--- src/rtl/lsu_pkg.sv ---
// Shared definitions for the load/store sequencer: widths, op codes, FSM states.
package lsu_pkg;

    localparam int DATA_W  = 16;
    localparam int CADDR_W = 10;
    localparam int RADDR_W = 5;
    localparam int CNT_W   = 3;

    typedef enum logic [1:0] {
        OP_LW  = 2'b00,
        OP_SW  = 2'b01,
        OP_LWM = 2'b10,
        OP_SWM = 2'b11
    } lsu_op_e;

    typedef enum logic [1:0] {
        IDLE  = 2'b00,
        LOAD  = 2'b01,
        STORE = 2'b10
    } lsu_state_e;

    // Loads have a zero in bit 0 of the op code.
    function automatic logic op_is_load(input logic [1:0] op);
        return ~op[0];
    endfunction

    // Beats minus one: single-word ops ignore the count field.
    function automatic logic [CNT_W-1:0] beats_minus_one(input logic [1:0] op,
                                                         input logic [CNT_W-1:0] cnt);
        return op[1] ? cnt : '0;
    endfunction

endpackage

--- src/rtl/lsu_beat_ctr.sv ---
// Walks the cache address, register index and remaining-beat count of a burst.
module lsu_beat_ctr
    import lsu_pkg::*;
(
    input  logic               clk,
    input  logic               Reset,
    input  logic               load,
    input  logic               advance,
    input  logic [CADDR_W-1:0] load_addr,
    input  logic [RADDR_W-1:0] load_reg,
    input  logic [CNT_W-1:0]   load_rem,
    output logic [CADDR_W-1:0] cur_addr,
    output logic [RADDR_W-1:0] cur_reg,
    output logic               last_beat
);

    logic [CNT_W-1:0] remaining;

    // Load a new burst on accept, otherwise step both pointers once per beat (wrapping naturally).
    always_ff @(posedge clk or negedge Reset) begin
        if (!Reset) begin
            cur_addr  <= '0;
            cur_reg   <= '0;
            remaining <= '0;
        end else if (load) begin
            cur_addr  <= load_addr;
            cur_reg   <= load_reg;
            remaining <= load_rem;
        end else if (advance) begin
            cur_addr  <= cur_addr + CADDR_W'(1);
            cur_reg   <= cur_reg + RADDR_W'(1);
            remaining <= remaining - CNT_W'(1);
        end
    end

    assign last_beat = (remaining == '0);

endmodule

--- src/rtl/lsu_ctrl.sv ---
// Load/store sequencer: one request at a time, one word per cycle between cache and register file.
module lsu_ctrl
    import lsu_pkg::*;
(
    input  logic               clk,
    input  logic               Reset,
    input  logic               req_valid,
    output logic               req_ready,
    input  logic [1:0]         req_op,
    input  logic [CADDR_W-1:0] req_addr,
    input  logic [RADDR_W-1:0] req_reg,
    input  logic [CNT_W-1:0]   req_cnt,
    input  logic [DATA_W-1:0]  req_sdata,
    output logic               c_write,
    output logic [CADDR_W-1:0] c_waddr,
    output logic [DATA_W-1:0]  c_wdata,
    output logic [CADDR_W-1:0] c_raddr,
    input  logic [DATA_W-1:0]  c_rdata,
    output logic               rf_write,
    output logic [RADDR_W-1:0] rf_waddr,
    output logic [DATA_W-1:0]  rf_wdata,
    output logic [RADDR_W-1:0] rf_raddr,
    input  logic [DATA_W-1:0]  rf_rdata,
    output logic               done
);

    lsu_state_e         state;
    logic               accept;
    logic               beat_active;
    logic               last_beat;
    logic               store_from_rf;
    logic [DATA_W-1:0]  sdata_q;
    logic [CADDR_W-1:0] cur_addr;
    logic [RADDR_W-1:0] cur_reg;
    logic [RADDR_W-1:0] next_reg;

    assign accept      = req_valid && req_ready && (state == IDLE);
    assign beat_active = (state == LOAD) || (state == STORE);
    assign next_reg    = cur_reg + RADDR_W'(1);

    lsu_beat_ctr u_beat_ctr (
        .clk       (clk),
        .Reset     (Reset),
        .load      (accept),
        .advance   (beat_active),
        .load_addr (req_addr),
        .load_reg  (req_reg),
        .load_rem  (beats_minus_one(req_op, req_cnt)),
        .cur_addr  (cur_addr),
        .cur_reg   (cur_reg),
        .last_beat (last_beat)
    );

    // Sequencer FSM with registered handshake, enables and done pulse; r0 is never written.
    always_ff @(posedge clk or negedge Reset) begin
        if (!Reset) begin
            state         <= IDLE;
            req_ready     <= 1'b0;
            done          <= 1'b0;
            c_write       <= 1'b0;
            rf_write      <= 1'b0;
            store_from_rf <= 1'b0;
            sdata_q       <= '0;
        end else begin
            done <= 1'b0;
            case (state)
                IDLE: begin
                    if (accept) begin
                        state         <= op_is_load(req_op) ? LOAD : STORE;
                        req_ready     <= 1'b0;
                        c_write       <= ~op_is_load(req_op);
                        rf_write      <= op_is_load(req_op) && (req_reg != '0);
                        store_from_rf <= (req_op == OP_SWM);
                        sdata_q       <= req_sdata;
                    end else begin
                        req_ready <= 1'b1;
                    end
                end
                LOAD: begin
                    if (last_beat) begin
                        state     <= IDLE;
                        rf_write  <= 1'b0;
                        done      <= 1'b1;
                        req_ready <= 1'b1;
                    end else begin
                        rf_write <= (next_reg != '0);
                    end
                end
                STORE: begin
                    if (last_beat) begin
                        state     <= IDLE;
                        c_write   <= 1'b0;
                        done      <= 1'b1;
                        req_ready <= 1'b1;
                    end
                end
                default: begin
                    state     <= IDLE;
                    c_write   <= 1'b0;
                    rf_write  <= 1'b0;
                    req_ready <= 1'b0;
                end
            endcase
        end
    end

    assign c_raddr  = cur_addr;
    assign c_waddr  = cur_addr;
    assign rf_waddr = cur_reg;
    assign rf_raddr = cur_reg;
    assign rf_wdata = c_rdata;
    assign c_wdata  = store_from_rf ? rf_rdata : sdata_q;

endmodule

--- config.mk ---
export PLATFORM = sky130hd
export DESIGN_NAME = lsu_ctrl
export DESIGN_NICKNAME = d
export VERILOG_FILES = /design/src/rtl/lsu_pkg.sv /design/src/rtl/lsu_beat_ctr.sv /design/src/rtl/lsu_ctrl.sv
export SDC_FILE = /design/constraint.sdc
export NUM_CORES = 1
export LEC_CHECK = 0
export ABC_AREA = 1
export CAP_MARGIN = 30
export CORE_MARGIN = 5
export CORE_UTILIZATION = 42
export CTS_CLUSTER_SIZE = 14
export DETAILED_ROUTE_END_ITERATION = 12
export PLACE_DENSITY = 0.86
export SYNTH_ARGS = -nofsm -noshare
export SYNTH_HDL_FRONTEND = slang
export SYNTH_SLANG_ARGS = --single-unit
export TNS_END_PERCENT = 50
--- constraint.sdc ---
create_clock -name clk -period 2.8 [get_ports clk]
set_input_delay 0.56 -clock clk [delete_from_list [all_inputs] [get_ports clk]]
set_output_delay 0.56 -clock clk [all_outputs]
set_load 0.005 [all_outputs]
# Word level (Yosys, flattened, before mapping)
# Index checks and enable logic that the tools add are counted.
# word_totals
register_bits,41
in_bits,71
output_inout_bits,66
word_cells,59
# op_classes
addsub,3
n_eq_ne,6
muxes,23
n_bitwise,3
n_reduce_logical,14
# ops
op,count
two-way mux 10 bit,2
two-way mux 16 bit,1
adder 10 x 1 -> 10 bit (second input constant),1
two-way mux 5 bit,2
nonzero test 5 bit,2
two-way mux 3 bit,3
two-way mux 1 bit,8
two-way mux 2 bit,3
case mux 1 bit (3 select lines),2
AND reduction 2 bit,3
adder 5 x 1 -> 5 bit (second input constant),1
== test 2 bit (second input constant),2
inequality test 2 bit (second input constant),2
case mux 2 bit (2 select lines),1
logical AND 1 bit,3
logical NOT 3 bit,1
inverter 1 bit,3
AND reduction 3 bit,1
subtractor 3 x 1 -> 3 bit (second input constant),1
== test 2 x 1 -> 1 bit (second input constant),1
logical NOT 2 bit,1
inequality test 2 x 1 -> 1 bit (second input constant),1
case mux 1 bit (2 select lines),1
nonzero test 2 bit,1
2 further kinds,2

# Logic depth before layout (Yosys ltp)
# logic_depth
ltp_word,4
depth_mapped,10
ltp_nobuf,10

# By module
# A second synthesis with hierarchy kept.
# hier_totals
hier_cells,342
area_unflattened_um2,2539.9
# by_module_without_submodules
mod,n_inst,cells_each,area_each_um2,seq_area_each_um2
lsu_ctrl,1,210,1483.9,575.6
lsu_beat_ctr,1,132,1056.0,450.4

# Worst setup path before layout
# OpenSTA, ideal clock, no wires.
# synth_timing
kind,reg2reg
start,reg state[0]
end,reg u_beat_ctr.cur_addr[7]
setup_ns,0.124
arrival_time_ns,1.343
required_time_ns,2.676
slack_ns,1.333
stages_incl_launch_ff,9
path_buffers,0
synth_period_minus_slack_ns,1.467
cell_sequence,dfrtp_1 inv_1 ha_1 inv_1 nand2_4 inv_2 nand2_1 nand2_1 o21bai_1
# synth_via
elab_chain_cells,3
elab_cells_between_ends,7
classes_between,eq/ne: 2; mux: 1; reduce/logical: 4
# synth_rtl
item,line,source
from (decl),lsu_ctrl.sv:27,lsu_state_e state;
from (signal assigned),lsu_ctrl.sv:69,state <= op_is_load(req_op) ? LOAD : STORE;
"== test 2 x 1 -> 1 bit, or another cell as far along",lsu_ctrl.sv:38,assign beat_active = (state == LOAD) || (state == STORE);
logical OR 1 bit or logical AND 1 bit (tied branches),"lsu_ctrl.sv:38, lsu_ctrl.sv:37",
nonzero test 2 bit (no line) or two-way mux 10 bit (tied branches),--,
to (signal assigned),lsu_beat_ctr.sv:26,cur_addr <= load_addr;
to (signal assigned),lsu_beat_ctr.sv:30,cur_addr <= cur_addr + CADDR_W'(1);
to (decl),lsu_beat_ctr.sv:12,"output logic [CADDR_W-1:0] cur_addr,"
# Parallel ways exist; a longest one is shown, timed or not.
# A chain may end at the register's enable or synchronous reset.

# Worst setup path in the final report
# layout_timing
start,reg store_from_rf
end,out c_wdata[3]
# layout_via
elab_chain_cells,1
# layout_rtl
item,line,source
from (decl),lsu_ctrl.sv:31,logic store_from_rf;
from (signal assigned),lsu_ctrl.sv:73,store_from_rf <= (req_op == OP_SWM);
two-way mux 16 bit,lsu_ctrl.sv:112,assign c_wdata = store_from_rf ? rf_rdata : sdata_q;
to (decl),lsu_ctrl.sv:16,"output logic [DATA_W-1:0] c_wdata,"
# Every way passes these cells.

==> run_results.csv <==
group,metric,value,unit
outcome,result_of_the_run,"finished clean",
power_and_ir_drop,sw_frac_of_total,40.8,%
sta,final-max-slew-violation-count,0,
route,postRouteWirelength,6.52,mm
critical_path,critPathMaxFanout,17,
critical_path,worst_path_required,2.24,ns
yosys,synth_cell_types,27,
sta,finalSetupViolations,0,
critical_path,worstPathCellList,"buf_4 > clkinv_1 > nand2_1 > nand2_1 > clkdlybuf4s50_1",
grt,grt_antenna_before_repair,0,
grt,gr-total-overflow,0,
clocking,numClockSinks,41,
power_and_ir_drop,combPwrFrac,59.0,%
critical_path,critical_path.reg2reg.endpoint,"u_beat_ctr.cur_addr[8]",
place,post_dp_hpwl,5.01,mm
power_and_ir_drop,internal_power,2170,uW
sta,finalClockSkew,0.00597,ns
final_layout,final_net_count,483,
yosys,yosys_most_used_dff,"dfrtp_1",
sta,totalNegativeSetupSlack,0,ns
die,io_pins,137,
route,dr.first_iter.drc_count,99,
hold_path,worst_hold_path_type,"in2async",
grt,grt_usage,17.4,%
critical_path,reg2reg_depth,10,
die,floorplan.initialDensity,42.6,%
sta,finalHoldViolCount,0,
yosys,synth-warning-count,0,
power_and_ir_drop,netSwitchingPower,1500,uW
place,port_buffers,104,
yosys,synthCells,329,
route,drc_errors,0,
die,core_area,5850,um2
die,die_area,7580,um2
clocking,worst_case_clock_buffer_depth,2,
power_and_ir_drop,p_seq_share,30.9,%
final_layout,area_growth,38.0,%
final_layout,largest_register_ffs,16,
critical_path,cp_data_arrival_time,1.95,ns
power_and_ir_drop,vdd.ir_drop.worst,0.512,mV
clocking,tritoncts,"yes",
critical_path,critical_path.max_stage_delay,0.47,ns
critical_path,worstSetupPathType,"reg2out",
yosys,postSynthRegisterBits,41,
final_layout,antennaDiodeCount,0,
critical_path,critPathSlowestCell,"clkdlybuf4s50_1",
grt,grt_start_max_net_pins,42,
critical_path,setup.worst_path.start,"store_from_rf",
power_and_ir_drop,cellLeakagePower,0.00163,uW
critical_path,worstPathBufferInverterCount,3,
job,drv.max_cap_violation_count,0,
yosys,count_of_flip_flops_with_a_built_in_enable_after_synthesis,0,
critical_path,timing.critical_path.from_type,"flip-flop",
yosys,post_synth_instance_area,2490,um2
sta,max_slew.worst_pin.slew,0.899,ns
yosys,syn-num-nets,409,
route,route.antenna.remaining_nets,0,
final_layout,layout-drive-gt1-share,4.70,%
critical_path,timing.critical_path.mode_cell,"nand2_1",
die,placementRows,28,
place,place.detailed.instances,471,
critical_path,cp_top_family,"buffers and inverters",
clocking,hold_buffers,0,
die,die_x,87.0,um
route,route.detailed.wl_per_inst,13.6,um
clocking,postCtsSetupBuffers,0,
critical_path,timing.reg2reg.setup_slack,0.97,ns
grt,first_pass_grt_wire_length,10.5,mm
route,routed-via-count,2323,
critical_path,worstReg2RegStart,"state[0]",
final_layout,layoutNonFillerInstCount,479,
clocking,h-tree-depth,2,
route,first_pass_iters,4,
clocking,clk_root_buffer_cell,"clkbuf_8",
sta,maxClockFrequency,399,MHz
yosys,post_synth.cell_area_avg,7.58,um2
yosys,synthArstFlopShare,100,%
yosys,yosysSeqAreaShare,41.2,%
grt,grt_pass1_vias,2241,
power_and_ir_drop,pwr-share-clk,10.1,%
critical_path,cp_endpoint_kind,"primary output",
sta,rsz0062_at_grt,"no",
sta,timing.final.crit_share,89.6,%
power_and_ir_drop,power-per-cell-area,1070,nW/um2
clocking,ctsResizeCount,0,
clocking,numCtsBuffers,5,
sta,finalCriticalPeriod,2.51,ns
sta,slew_headroom,40.0,%
clocking,clk_transition_reported_paths,0.08,ns
place,gpl.final_weighted_congestion,0.862,
route,average_vias_per_placed_instance,4.85,
die,die_h,87.0,um
clocking,clock_latency,0.29,ns
## per-stage QoR
stage / power, uW / cell area, um2 / setup WS, ns / utilization [%] / hold WS (ns)
4_1_cts: 3730 / 3440 / 0.251 / 58.8 / 0.439
5_1_grt: 4030 / 3440 / 0.101 / 58.8 / 0.482
6_report: 3670 / 3440 / 0.293 / 58.8 / 0.391
2_1_floorplan: 2370 / 2490 / 1.33 / - / 0.264
3_3_place_gp: 3250 / 3360 / 0.592 / 57.4 / 0.454
3_5_place_dp: 3330 / 3360 / 0.545 / 57.4 / 0.459
## routing by layer
| layer | global-route usage [%] | vias to the layer above | routed length (um) |
|---|---|---|---|
| li1 | - | 1143 | - |
| met1 | 21.7 | 1085 | 2670 |
| met2 | 30.0 | 84 | 3230 |
| met3 | 3.69 | 11 | 542 |
| met4 | 5.24 | 0 | 85 |
| met5 | 0 | - | 0 |
## worst register-to-register path, stage by stage (launching register included)
cell and delay (ns):
dfrtp_1 0.40, inv_1 0.11, ha_1 0.20, inv_2 0.06
nor2_4 0.27, inv_2 0.16, nand2_4 0.14, inv_2 0.11
nand2_1 0.07, nand2_1 0.05, o21bai_1 0.15
## placed cells by master (no fill, tap or decap), types with 2 or more instances in the layout
| cell type | n |
|---|---|
| clkbuf_8 | 5 |
| xnor2_1 | 2 |
| o21bai_1 | 3 |
| inv_2 | 4 |
| dfrtp_1 | 41 |
| o21ai_0 | 9 |
| nand2_1 | 148 |
| xor2_1 | 7 |
| o211ai_1 | 6 |
| nand3_1 | 16 |
| a21oi_1 | 6 |
| clkdlybuf4s50_1 | 103 |
| ha_1 | 9 |
| clkinv_2 | 2 |
| nand2_4 | 2 |
| nor2_1 | 12 |
| inv_1 | 16 |
| buf_4 | 3 |
## logic make-up after synthesis
family | synth area share [%]
AND/OR/NAND/NOR | 28.9
buffers and inverters | 14.7
flip-flops | 41.2
AO/OA/AOI/OAI | 7.53
XOR/XNOR | 3.16
adder cells (fa/ha/maj) | 4.52
## Yosys cell counts, types with 2 or more instances
cell type  instances  area [um2]
nand2_4            2        22.5
nor2_1            12        45.0
nand3_1           16        80.1
o21bai_1           3        22.5
o211ai_1           6        45.0
buf_6              2        22.5
buf_4             31         233
o21ai_0            9        45.0
inv_2              4        15.0
a21oi_1            6        30.0
dfrtp_1           41        1030
buf_2              5        25.0
inv_1             16        60.1
ha_1               9         113
nand2_1          148         556
xnor2_1            2        17.5
xor2_1             7        61.3
## how the worst max path moves through the flow
stage                              to  depth (start not counted)
after detailed placement   c_wdata[3]                          4
after global placement    c_wdata[12]                          5
after global routing       c_wdata[3]                          5
after CTS                  c_wdata[3]                          5
after floorplan           c_wdata[10]                          5
final                      c_wdata[3]                          5
## final cells by class
class | instances | area, um2
Inverter | 21 | 78.8
Multi-Input combinational cell | 227 | 1100
Sequential cell | 41 | 1030
Timing Repair Buffer | 107 | 1060
Clock buffer | 6 | 72.6
Clock inverter | 2 | 10.0
Fill cell | 524 | 2410
Tap cell | 75 | 93.8
## power groups by stage
stage	logic, uW	registers [uW]	clock network [uW]
CTS	2200	1130	390
floorplan	1270	1100	0
global placement	2120	1130	0
detailed placement	2190	1140	0
global route	2450	1170	414
finish	2170	1140	372
Note: power is estimated with default switching activity, not from simulation.
